`src/rtl/hop_enc_tx.sv`:
```
// rtl/hop_enc_tx.sv - binary hop count to one-hot radix-4 hop digit transmitter
//
// Accepts one binary hop word per in_vld/in_rdy handshake and emits it least
// significant digit first as one-hot 1-of-4 digits over out_vld/out_rdy.
//
// Ports:
//   clk      - clock, all state updates on rising edge
//   rst      - synchronous active-high reset
//   in_vld   - binary hop word valid
//   in_rdy   - word can be accepted (IDLE only, low while rst is high)
//   in_hop   - binary hop count, 2*NDIG bits, digit k = in_hop[2k+1:2k]
//   out_vld  - digit valid
//   out_rdy  - downstream accepts digit
//   out_d    - one-hot digit, 4'b0000 when out_vld is low
//   out_last - current digit is the final digit of the word
//   out_zero - current digit value is 0
//   busy     - word in progress
//
// Optional feature macro: HOP_ENC_ZSKIP_EN (leading-zero suppression).

module hop_enc_tx #(
    parameter int NDIG = 4
) (
    input  logic                clk,
    input  logic                rst,
    input  logic                in_vld,
    output logic                in_rdy,
    input  logic [2*NDIG-1:0]   in_hop,
    output logic                out_vld,
    input  logic                out_rdy,
    output logic [3:0]          out_d,
    output logic                out_last,
    output logic                out_zero,
    output logic                busy
);

    localparam int IW = (NDIG > 1) ? $clog2(NDIG) : 1;
    localparam logic [IW-1:0] LAST_IDX = IW'(NDIG - 1);

    typedef enum logic {
        IDLE = 1'b0,
        SEND = 1'b1
    } state_t;

    state_t              r_state;
    state_t              w_state_nxt;
    logic [2*NDIG-1:0]   r_shreg;
    logic [IW-1:0]       r_idx;
    logic                w_load;
    logic                w_shift;
    logic                w_last;
    logic [1:0]          w_dig;

    assign w_dig = r_shreg[1:0];

`ifdef HOP_ENC_ZSKIP_EN
    // Shifting first avoids an empty part-select when NDIG is 1.
    logic [2*NDIG-1:0]   w_upper;
    assign w_upper = r_shreg >> 2;
    assign w_last  = (w_upper == '0) || (r_idx == LAST_IDX);
`else
    assign w_last  = (r_idx == LAST_IDX);
`endif

    always_ff @(posedge clk) begin
        if (rst) begin
            r_state <= IDLE;
        end else begin
            r_state <= w_state_nxt;
        end
    end

    always_comb begin
        w_state_nxt = r_state;
        w_load      = 1'b0;
        w_shift     = 1'b0;
        in_rdy      = 1'b0;
        out_vld     = 1'b0;
        busy        = 1'b0;
        case (r_state)
            IDLE: begin
                // Gated by rst so the block never advertises readiness while
                // it is being reset.
                in_rdy = ~rst;
                if (in_vld) begin
                    w_load      = 1'b1;
                    w_state_nxt = SEND;
                end
            end
            SEND: begin
                out_vld = 1'b1;
                busy    = 1'b1;
                if (out_rdy) begin
                    if (w_last) begin
                        w_state_nxt = IDLE;
                    end else begin
                        w_shift = 1'b1;
                    end
                end
            end
            default: begin
                w_state_nxt = IDLE;
            end
        endcase
    end

    always_ff @(posedge clk) begin
        if (rst) begin
            r_shreg <= '0;
            r_idx   <= '0;
        end else if (w_load) begin
            r_shreg <= in_hop;
            r_idx   <= '0;
        end else if (w_shift) begin
            r_shreg <= r_shreg >> 2;
            r_idx   <= r_idx + IW'(1);
        end
    end

    // Digit outputs are decoded from registered state only, so they stay
    // stable across a stall and have no path from out_rdy or in_vld.
    assign out_d    = out_vld ? (4'b0001 << w_dig) : 4'b0000;
    assign out_zero = out_vld & (w_dig == 2'd0);
    assign out_last = out_vld & w_last;

endmodule

```
`config.mk`:
```
export PLATFORM = sky130hd
export DESIGN_NAME = hop_enc_tx
export DESIGN_NICKNAME = d
export VERILOG_FILES = /design/src/rtl/hop_enc_tx.sv
export SDC_FILE = /design/constraint.sdc
export NUM_CORES = 1
export LEC_CHECK = 0
export BUFFER_PORTS_ARGS = -buffer_cell sky130_fd_sc_hd__buf_2
export CAP_MARGIN = 25
export CORE_AREA = 4 4 41 43
export CTS_CLUSTER_DIAMETER = 50
export DETAILED_ROUTE_END_ITERATION = 6
export DIE_AREA = 0 0 45 47
export HOLD_SLACK_MARGIN = 0.08
export PLACE_DENSITY = 0.7
export REMOVE_ABC_BUFFERS = 1
export SYNTH_ARGS = -nofsm -noshare
export SYNTH_HDL_FRONTEND = slang
export SYNTH_SLANG_ARGS = --single-unit
```
`constraint.sdc`:
```
create_clock -name clk -period 1.7 [get_ports clk]
set_input_delay 0.425 -clock clk [delete_from_list [all_inputs] [get_ports clk]]
set_output_delay 0.425 -clock clk [all_outputs]
set_load 0.05 [all_outputs]
```
# Yosys cells after proc, flatten, opt, wreduce, memory -nomap -nowiden

Index checks and enable logic that the tools add are counted.

Input bits: 12
Output and inout bits: 9
Logic and storage cells: 25
Register bits: 11

Add/sub/neg operators: 1
Reductions and logical operators: 3
Multiplexer cells: 12
Equality and inequality tests: 1
Bitwise gates (word level): 4
Shift-type cells: 1

Operator list:

| cell                                                              | count |
|---|---|
| 8-bit 2-to-1 mux                                                  | 2 |
| 1-bit 2-to-1 mux                                                  | 8 |
| 4-bit 2-to-1 mux                                                  | 1 |
| 1-bit by 2-bit << shifter with 4-bit output, first input constant | 1 |
| 2-bit by 1-bit adder with 2-bit output, second input constant     | 1 |
| 1-bit bitwise AND                                                 | 2 |
| 2-bit equality test, second input constant                        | 1 |
| 2-bit logical NOT                                                 | 1 |
| 1-bit inverter                                                    | 2 |
| 1-bit case mux with 2 select lines                                | 1 |
| 2-bit nonzero test                                                | 1 |
| 2-bit OR reduction                                                | 1 |

# Logic depth before layout (Yosys ltp)

Gate-level depths: netlist of run 1.

Depth after elaboration: 6
Depth in mapped cells: 5
Mapped depth without buffers: 4

# Worst setup path before layout of run 1

No wires, ideal clock.

Kind: register to output
Start: register r_state
End: output port out_d[0]
Path buffers: 2
Data arrival time: 2.444 ns
Data required time: 1.275 ns
Setup slack: -1.169 ns
Stages on the path, launching flop included: 4
Cell sequence: dfxtp_1 > buf_6 > nor3b_1 > buf_4

Word-level cells in the longest chain between the ends: 2

Ends and longest elaborated chain:

| what                     | RTL line | source |
|---|---|---|
| start: declaration       | 45       | `state_t r_state;` |
| start signal: assignment | 69       | `r_state <= w_state_nxt;` |
| 1-bit 2-to-1 mux         | 80       | `case (r_state)` |
| 4-bit 2-to-1 mux         | 122      | `assign out_d = out_vld ? (4'b0001 << w_dig) : 4'b0000;` |
| end: declaration         | 31       | `output logic [3:0] out_d,` |

Every way passes these cells.

# Final worst setup path of run 1

Start: register r_state
End: output port out_last

Word-level cells in the longest chain between the ends: 2

Ends and longest elaborated chain:

| what              | RTL line | source |
|---|---|---|
| 1-bit 2-to-1 mux  | 80       |  |
| 1-bit bitwise AND | 124      | `assign out_last = out_vld & w_last;` |
| end: declaration  | 32       | `output logic out_last,` |

Every way passes these cells.

==> results of run 1 <==
## layer usage
layer / vias up / share of wire / track usage
met2: 18 / 0.44 / 0.201
met1: 208 / 0.45 / 0.150
met3: 0 / 0.10 / 0.0421
met5: - / 0 / 0
li1: 245 / - / -
met4: 0 / 0 / 0.0351
## timing repair
| item | in CTS | in global routing |
|---|---|---|
| resized for setup | 0 | 5 |
| hold buffers | 0 | 0 |
| endpoints found under the setup margin | 0 | 3 |
## per-stage QoR
stage	utilization	std cells	setup slack (ns)	area (um2)	hold WS, ns
6_report	0.520	93	0.113	677	0.383
5_1_grt	0.520	93	0.0214	677	0.395
4_1_cts	0.511	93	0.0418	664	0.381
3_5_place_dp	0.490	89	0.336	638	0.457
3_3_place_gp	0.490	89	0.376	638	0.456
2_1_floorplan	-	52	-2.12	504	0.437
## cell usage in the layout, fill, tap and decap left out, drive strengths merged, types with 2 or more instances in the layout
master / Yosys / routed
nor2: 9 / 9
dfxtp: 11 / 11
nand2: 3 / 3
nand3: 2 / 2
a211oi: 7 / 7
buf: 5 / 20
clkbuf: 1 / 6
nor3: 2 / 2
a21oi: 2 / 2
mux2i: 7 / 7
## kinds of logic (layout without fill, tap and decap cells)
| logic type | after synthesis | in the layout | share of synthesized area |
|---|---|---|---|
| mux | 7 | 7 | 0.124 |
| fa+ha+maj | 1 | 1 | 0.0221 |
| xor+xnor | 1 | 1 | 0.0155 |
| compound gates | 9 | 9 | 0.111 |
| simple gates | 23 | 23 | 0.230 |
| flops | 11 | 11 | 0.389 |
| buf+inv | 6 | 26 | 0.108 |
## layout make-up
class,count,share of cell area
tap,15,0.0277
clock buffer,4,0.0388
timing repair buffer,22,0.181
multi-input combinational,41,0.427
sequential,11,0.325
## sequential cells by signal, summed over array words and instances, names as in the netlist
signal   cells
r_state      1
r_shreg      8
r_idx        2
## critical path, stage by stage (launching register included)
cell	delay [ns]
dfxtp_1	0.37
buf_4	0.17
and2_1	0.15
buf_4	0.20
## power groups by stage
stage	clock network (mW)	logic, mW	registers (mW)
detailed placement	0	0.130	0.293
global route	0.200	0.144	0.291
CTS	0.181	0.131	0.287
finish	0.174	0.132	0.288
floorplan	0	0.0749	0.305
global placement	0	0.128	0.292
## worst max path at each step
| stage | to | slack [ns] | cells after the start |
|---|---|---|---|
| finish | out_last | 0.11 | 3 |
| global route | out_last | 0.02 | 3 |
| CTS | out_last | 0.04 | 3 |
| detailed placement | out_last | 0.34 | 3 |
| global placement | out_last | 0.38 | 3 |
| floorplan | out_d[0] | -2.12 | 1 |
==> Flow_metrics.wiki, run 1 <==
{| class="wikitable"
! Metric !! Value
|-
| Status || completed
|-
| Most numerous cell in the Yosys netlist || dfxtp_1
|-
| Most common flop cell mapped by yosys || dfxtp_1
|-
| Depth of the worst hold-timing path || 2
|-
| Final setup violation count || 0
|-
| Number of max-cap violations || 0
|-
| Area added between synthesis and finish || 19.7%
|-
| Combinational Power Share || 0.222
|-
| Final weighted congestion in routability-driven placement || ~0.67
|-
| Remaining global-route overflow || 0
|-
| Post-CTS setup-driven buffer insertion count || 0
|-
| Cell Area, Synth || approximately 570 um2
|-
| Reg2reg start || r_idx[0]
|-
| Worst vdd rail ir drop || roughly 0.00047 V
|-
| Synthesized instance count || 58
|-
| Critical path class || flip-flop to output pin
|-
| Critical Path AT || ~1.2 ns
|-
| Switching component of the power || around 0.18 mW
|-
| CP Launch Type || flip-flop
|-
| Area fraction of the dominant cell type after synthesis || 0.389
|-
| Vias in the first global route || 441
|-
| Final TNS setup || 0 ns
|-
| Clock buffers created by TritonCTS || 3
|-
| Relative max-transition margin || 0.828
|-
| Depth of the CTS H-tree || 1
|-
| # DRC || 0
|-
| Global-route wire length before repair || 1860 um
|-
| Ys Warns || 0
|-
| Synthesis-stage register bit count || 11
|-
| All-Layer GR Usage || 0.122
|-
| Critical path fanouts, max || 8
|-
| Clock latency of the later-clocked register in the worst-skew pair || 0.26 ns
|-
| Power density over cell area || around 900 nW/um2
|-
| P_int || about 0.41 mW
|-
| Clock-pin slew of the registers on the worst-case setup and hold paths || around 0.070 ns
|-
| Cell accounting for the most synthesized area || dfxtp_1
|-
| Pin count of the biggest net entering global routing || 15
|-
| Min Clock Period, post-route || between 1.5 and 2 ns
|-
| Min-delay worst type || primary input to flip-flop
|-
| Part of the power in registers || 0.485
|-
| Maximum clock rate || 630 MHz
|-
| DRT Wirelength || about 1100 um
|-
| HP Start || out_rdy
|-
| Starting density of the core || 0.435
|-
| Startpoint of the worst setup timing path || r_state
|-
| Share of synthesized area occupied by flip-flops and latches || 0.389
|-
| Detailed-routing iteration count for the pre-antenna-repair pass || 2
|-
| Clock tree from TritonCTS || built
|-
| Count of port buffers added during placement || 20
|-
| Net count of the finished layout || 92
|-
| Average via count per standard cell || about 5.1
|-
| Number of flops mapped to enable cells by yosys || 0
|-
| Power share of the clock group || 0.293
|-
| Width of the die || approximately 45 um
|-
| Combined area of the multi-input logic cells || slightly below 300 um2
|-
| Estimated wirelength of the detail-placed design || between 800 and 900 um
|-
| End of the worst register-to-register path || r_shreg[2]
|-
| Syn avg cell area || around 9.8 um2
|-
| Vias post-DR || roughly 470
|-
| Number of clock sinks seen by CTS || 11
|-
| Fraction of the cycle the final worst path needs || 0.933
|-
| Sw Share || 0.303
|-
| Distinct cells, synth || 21
|-
| Filler cells || 141
|-
| Pin slew with the least headroom to its limit || roughly 0.26 ns
|-
| Post-route antenna net violation count || 0
|-
| Number of pins with negative max-slew slack in the final report || 0
|-
| # IOs || 21
|-
| Maximum buffer depth of the clock tree || 2
|-
| Worst R2R Setup Slack || slightly below 0.4 ns
|-
| Proportion of layout cells with a drive suffix above 1 || 0.359
|-
| Vertical die dimension || between 40 and 50 um
|-
| Worst Skew || between 0.003 and 0.004 ns
|-
| Async S/R FF share, synth || 0
|-
| Standby leakage power || 0.361 nW
|-
| Mean routed wirelength per cell || between 10 and 15 um
|-
| Iter 0 DRT Violations || 2
|-
| Antenna violations before repair || 0
|-
| RSZ-0062 raised after global routing || no
|-
| Depth of the worst register-to-register path || 4
|-
| Final hold vios || 0
|-
| Biggest area contributors in the synthesized netlist || dfxtp_1 39%, mux2i_1 12%, a211oi_1 9.3%
|-
| Sequential cell area || 220 um2
|-
| Core region area || around 1300 um2
|-
| Cell chosen for the clock root || clkbuf_4
|-
| Hold Path Sink || r_state
|-
| Element type at the critical path end || output pin
|-
| Total power || 0.594 mW
|-
| Most numerous cell types in the synthesized netlist || 11 x dfxtp_1, 9 x nor2_1, 7 x a211oi_1, 7 x mux2i_1, 3 x nand2_1
|-
| Worst Path Required || ~1.3 ns
|-
| Number of rows created at floorplan || 13
|-
| Diodes inserted || 0
|-
| Area enclosed by the die boundary || approximately 2100 um2
|}
Power figures use the tool's default switching activity.
==> run 2, diff against run 1 <==
REMOVE_ABC_BUFFERS = unset   (was 1)
==> run 2 against run 1 <==
- global-route usage shrank 0.49 points
- utilization down 0.77 points
- setup slack worse by 0.0046 ns
- clock skew about the same
- highest routed layer unchanged
- register-to-register slack gained 0.02 ns
- via count down 5.5%
- largest cell class unchanged
- critical path type unchanged
- non-clock buffer count down 2
- sequential share of layout area rose by 1.1 points
==> Flow_metrics.wiki, run 2 (synthesis results as in run 1) <==
{| class="wikitable"
! Metric !! Value
|-
| Fraction of the cycle the final worst path needs || 0.936
|-
| Reg2reg start || r_idx[0]
|-
| Total power || 0.589 mW
|-
| Remaining global-route overflow || 0
|-
| Placed standard-cell area || 641 um2
|-
| Relative max-transition margin || 0.827
|-
| Area enclosed by the die boundary || 2120 um2
|-
| Vias in the first global route || 418
|-
| Depth of the worst hold-timing path || 2
|-
| All-Layer GR Usage || 0.117
|-
| Final weighted congestion in routability-driven placement || 0.667
|-
| Area added between synthesis and finish || 17.9%
|-
| P_int || ~0.41 mW
|-
| Number of max-cap violations || 0
|-
| Critical Path AT || 1.17 ns
|-
| Net count of the finished layout || 90
|-
| Power share of the clock group || 0.295
|-
| Leading registers by flop count || r_shreg x8, r_idx x2, r_state x1
|-
| Worst Path Required || around 1.3 ns
|-
| Most used cells in the layout excluding fill and tap cells || 20 x buf_2, 10 x dfxtp_1, 8 x nor2_1, 7 x mux2i_1, 7 x a211oi_1
|-
| Iter 0 DRT Violations || 9
|-
| Proportion of layout cells with a drive suffix above 1 || 0.368
|-
| Number of rows created at floorplan || 13
|-
| Sw Share || 0.304
|-
| Worst vdd rail ir drop || around 0.00058 V
|-
| Clock buffers created by TritonCTS || 3
|-
| Post-route antenna net violation count || 0
|-
| Worst Skew || 0.00352 ns
|-
| Final setup violation count || 0
|-
| Maximum clock rate || between 600 and 700 MHz
|-
| Number of clock sinks seen by CTS || 11
|-
| Final hold vios || 0
|-
| Leading cell type in the layout, fill and taps excluded || buf_2
|-
| # DRC || 0
|-
| Clock-pin slew of the registers on the worst-case setup and hold paths || about 0.070 ns
|-
| Element type at the critical path end || output pin
|-
| HP Start || out_rdy
|-
| Mean routed wirelength per cell || 10.9 um
|-
| Critical path class || flip-flop to output pin
|-
| Final instance area || around 670 um2
|-
| Largest Register || r_shreg
|-
| Diodes inserted || 0
|-
| Clock tree from TritonCTS || built
|-
| Status || completed
|-
| Global-route wire length before repair || 1790 um
|-
| Number of flip-flops in the largest register || 8
|-
| Post-CTS setup-driven buffer insertion count || 0
|-
| Part of the power in registers || 0.496
|-
| Average via count per standard cell || 4.89
|-
| Core region area || between 1000 and 1500 um2
|-
| Hold Buf Count CTS || 0
|-
| Standby leakage power || roughly 0.35 nW
|-
| Number of gates given a new drive strength after cts || 0
|-
| Depth of the CTS H-tree || 1
|-
| DRT Wirelength || between 900 and 1000 um
|-
| Width of the die || about 45 um
|-
| CP Launch Type || flip-flop
|-
| Switching component of the power || about 0.18 mW
|-
| Min Clock Period, post-route || around 1.6 ns
|-
| RSZ-0062 raised after global routing || no
|-
| Starting density of the core || 0.435
|-
| Number of pins with negative max-slew slack in the final report || 0
|-
| Count of port buffers added during placement || 20
|-
| Vertical die dimension || around 47 um
|-
| Estimated wirelength of the detail-placed design || roughly 750 um
|-
| Net count after synthesis || 71
|-
| Clock latency of the later-clocked register in the worst-skew pair || between 0.2 and 0.3 ns
|-
| Worst R2R Setup Slack || a little over 0.4 ns
|-
| Detailed-routing iteration count for the pre-antenna-repair pass || 3
|-
| Power density over cell area || just under 900 nW/um2
|-
| Critical path fanouts, max || 2
|-
| Startpoint of the worst setup timing path || r_idx[0]
|-
| Combinational Power Share || 0.210
|-
| Maximum buffer depth of the clock tree || 2
|-
| Min-delay worst type || primary input to flip-flop
|-
| Pin slew with the least headroom to its limit || roughly 0.26 ns
|-
| Depth of the worst register-to-register path || 4
|-
| Cell chosen for the clock root || clkbuf_4
|-
| Vias post-DR || between 400 and 500
|-
| Antenna violations before repair || 0
|-
| Pin count of the biggest net entering global routing || 15
|-
| # IOs || 21
|}
## run 2: area by class of cell
class / count / area (um2)
fill: 144 / 634
tap: 15 / 18.8
sequential: 11 / 224
multi-input combinational: 41 / 298
clock buffer: 4 / 26.3
timing repair buffer: 20 / 100
## run 2: worst paths after layout
check	end
worst max-delay path	out_last
worst min-delay path	r_state
worst max register to register	r_shreg[1]
worst min register to register	r_shreg[7]
## run 2: stage by stage
step           TNS (ns)  utilization  hold slack (ns)  cells  worst slack [ns]
5_1_grt               0        0.513            0.367     91            0.0293
6_report              0        0.513            0.374     91             0.109
3_3_place_gp          0        0.492            0.454     87             0.321
3_5_place_dp          0        0.492            0.460     87             0.317
2_1_floorplan   -0.0778            -            0.443     58           -0.0778
4_1_cts               0        0.513            0.366     91            0.0872
## run 2: worst max-delay path, cell delays in order, from the launching register on
cell and delay, ns:
dfxtp_1 0.34, ha_1 0.17, and2_1 0.14, buf_2 0.26
## run 2: per-layer routing
layer / vias up / global-route usage / share of wire
li1: 242 / - / -
met1: 187 / 0.143 / 0.45
met2: 16 / 0.181 / 0.45
met3: 0 / 0.0575 / 0.099
met4: 0 / 0.0351 / 0
met5: - / 0 / 0
## run 2: power by group through the flow
stage	Sequential, mW	Combinational (mW)	Clock (mW)
after floorplan	0.298	0.109	0
after global placement	0.298	0.123	0
after detailed placement	0.299	0.124	0
after CTS	0.293	0.125	0.182
after global routing	0.296	0.136	0.202
final	0.292	0.123	0.174
==> run 3, diff against run 2 <==
CELL_PAD_IN_SITES_DETAIL_PLACEMENT = 1   (was unset)
CELL_PAD_IN_SITES_GLOBAL_PLACEMENT = 1   (was unset)
CORE_AREA = unset   (was 4 4 41 43)
CORE_MARGIN = 4   (was unset)
CORE_UTILIZATION = 34   (was unset)
DIE_AREA = unset   (was 0 0 45 47)
PLACE_DENSITY = unset   (was 0.7)
PLACE_DENSITY_LB_ADDON = 0.1   (was unset)
SLEW_MARGIN = 15   (was unset)
==> run 3 against run 2 <==
- routed wire length rose by 23%
- global-route usage fell by 0.51 points
- cell area rose by 1.3%
- count of clock-buffer cells in the layout did not move
- via count rose by 2.9%
- hold slack improved by 0.0062 ns
- first-iteration DRC count fell by 89%
- clock power rose by 3%
- power rose by 1.9%
- clock skew barely moved
==> Flow_metrics.wiki, run 3 (synthesis results as in run 1) <==
{| class="wikitable"
! Metric !! Value
|-
| Iter 0 DRT Violations || 1
|-
| Clock tree from TritonCTS || built
|-
| Hold Buf Count CTS || 0
|-
| Clock-pin slew of the registers on the worst-case setup and hold paths || around 0.07 ns
|-
| Status || completed
|-
| Number of clock sinks seen by CTS || 11
|-
| Combinational Power Share || 0.212
|-
| Core region area || 1540 um2
|-
| Cell chosen for the clock root || clkbuf_4
|-
| Non-filler instance count after layout || between 90 and 100
|-
| Pin slew with the least headroom to its limit || roughly 0.27 ns
|-
| Power density over cell area || 889 nW/um2
|-
| Number of rows created at floorplan || 14
|-
| Switching component of the power || ~0.19 mW
|-
| Count of port buffers added during placement || 20
|-
| Standby leakage power || 0.357 nW
|-
| All-Layer GR Usage || 0.112
|-
| P_int || 0.411 mW
|-
| Average via count per standard cell || 4.92
|-
| Remaining global-route overflow || 0
|-
| Diodes inserted || 0
|-
| Critical path class || flip-flop to output pin
|-
| Net count of the finished layout || 91
|-
| Number of max-cap violations || 0
|-
| Maximum buffer depth of the clock tree || 2
|-
| Depth of the worst hold-timing path || 2
|-
| Power share of the clock group || 0.300
|-
| Pin count of the biggest net entering global routing || 15
|-
| Starting density of the core || 0.367
|-
| # DRC || 0
|-
| Post-route antenna net violation count || 0
|-
| Depth of the worst register-to-register path || 4
|-
| RSZ-0062 raised after global routing || no
|-
| Worst Path Required || around 1.3 ns
|-
| Number of pins with negative max-slew slack in the final report || 0
|-
| Clock buffers created by TritonCTS || 3
|-
| Part of the power in registers || 0.488
|-
| Depth of the CTS H-tree || 1
|-
| Cell with the biggest individual delay on the critical path || dfxtp_1
|-
| Total power || ~0.6 mW
|-
| Final weighted congestion in routability-driven placement || about 0.66
|-
| Element type at the critical path end || output pin
|-
| Final hold vios || 0
|-
| Vias post-DR || about 460
|-
| Hold Path Sink || r_state
|-
| Net count after synthesis || 71
|-
| Worst vdd rail ir drop || about 0.00055 V
|-
| Min Clock Period, post-route || 1.62 ns
|-
| Number of gates given a new drive strength after cts || 0
|-
| End of the worst register-to-register path || r_shreg[0]
|-
| Post-CTS setup-driven buffer insertion count || 0
|-
| Highest cell delay on the worst timing path || 0.35 ns
|-
| Critical Path AT || 1.19 ns
|-
| Most used cells in the layout excluding fill and tap cells || 20 x buf_2, 10 x dfxtp_1, 8 x nor2_1, 7 x mux2i_1, 7 x a211oi_1
|-
| Antenna violations before repair || 0
|-
| Sw Share || 0.315
|-
| Worst R2R Setup Slack || about 0.41 ns
|-
| Fraction of the cycle the final worst path needs || 0.951
|-
| Estimated wirelength of the detail-placed design || around 900 um
|-
| Worst hold slack || roughly 0.38 ns
|-
| Final setup violation count || 0
|-
| Maximum clock rate || just over 600 MHz
|-
| Vertical die dimension || roughly 49 um
|-
| Cells after DPL || 89
|-
| Area enclosed by the die boundary || 2380 um2
|-
| Proportion of layout cells with a drive suffix above 1 || 0.377
|-
| Mean routed wirelength per cell || 13.1 um
|-
| HP Start || out_rdy
|-
| Worst-path cell chain || ha_1, and2_1, buf_2
|-
| Worst Skew || roughly 0.0038 ns
|-
| Leading registers by flop count || r_shreg x8, r_idx x2, r_state x1
|-
| Vias in the first global route || 470
|-
| # IOs || 21
|-
| Relative max-transition margin || 0.821
|-
| Area added between synthesis and finish || 19.5%
|-
| Number of flip-flops in the largest register || 8
|-
| Reg2reg start || r_idx[0]
|-
| Clock latency of the later-clocked register in the worst-skew pair || roughly 0.26 ns
|-
| Detailed-routing iteration count for the pre-antenna-repair pass || 2
|-
| Filler cells || 189
|-
| Global-route wire length before repair || roughly 2100 um
|-
| Width of the die || 48.8 um
|-
| Leading cell type in the layout, fill and taps excluded || buf_2
|-
| CP Launch Type || flip-flop
|-
| Largest Register || r_shreg
|-
| Critical path fanouts, max || 2
|-
| Min-delay worst type || primary input to flip-flop
|-
| DRT Wirelength || around 1200 um
|}
-- run 3: stage by stage --
stage / worst slack [ns] / util / instance area (um2) / setup TNS (ns)
2_1_floorplan: -0.0778 / - / 587 / -0.0778
3_3_place_gp: 0.391 / 0.421 / 649 / 0
3_5_place_dp: 0.362 / 0.421 / 649 / 0
4_1_cts: 0.0741 / 0.438 / 676 / 0
5_1_grt: 0.00536 / 0.438 / 676 / 0
6_report: 0.0826 / 0.438 / 676 / 0
-- run 3: cell type report --
| class | count | area (um2) | share of cell area |
|---|---|---|---|
| Timing Repair Buffer | 21 | 108 | 0.159 |
| Sequential cell | 11 | 224 | 0.331 |
| Clock buffer | 4 | 26.3 | 0.0389 |
| Tap cell | 16 | 20.0 | 0.0296 |
| Multi-Input combinational cell | 41 | 298 | 0.441 |
-- run 3: metal layers --
layer  global-route usage  routed length (um)  up-vias  share of wire
met5                    0                   0        -              0
met4               0.0404                  20        0          0.016
met3               0.0398                  94        2          0.077
met2                0.176                 549       13           0.45
met1                0.138                 555      204           0.46
li1                     -                   -      239              -
-- run 3: worst max-delay path: cells and delay by family, from the launching register on --
kind / cells / cell delay (ns)
adder cells (fa/ha/maj): 1 / 0.17
buffers and inverters: 1 / 0.26
AND/OR/NAND/NOR: 1 / 0.14
flip-flops: 1 / 0.35
-- run 3: worst max-delay path by stage --
stage                        start  endpoint  depth (start not counted)
after detailed placement  r_idx[0]  out_last                          3
after CTS                 r_idx[0]  out_last                          3
after global routing      r_idx[0]  out_last                          3
after floorplan            r_state  out_d[0]                          3
after global placement         rst    in_rdy                          3
final                     r_idx[0]  out_last                          3
-- run 3: power groups by stage --
stage | Clock [mW] | Sequential (mW) | Combinational (mW)
after CTS | 0.186 | 0.294 | 0.129
after global routing | 0.205 | 0.297 | 0.138
after detailed placement | 0 | 0.300 | 0.128
after floorplan | 0 | 0.298 | 0.109
final | 0.180 | 0.293 | 0.127
after global placement | 0 | 0.299 | 0.127
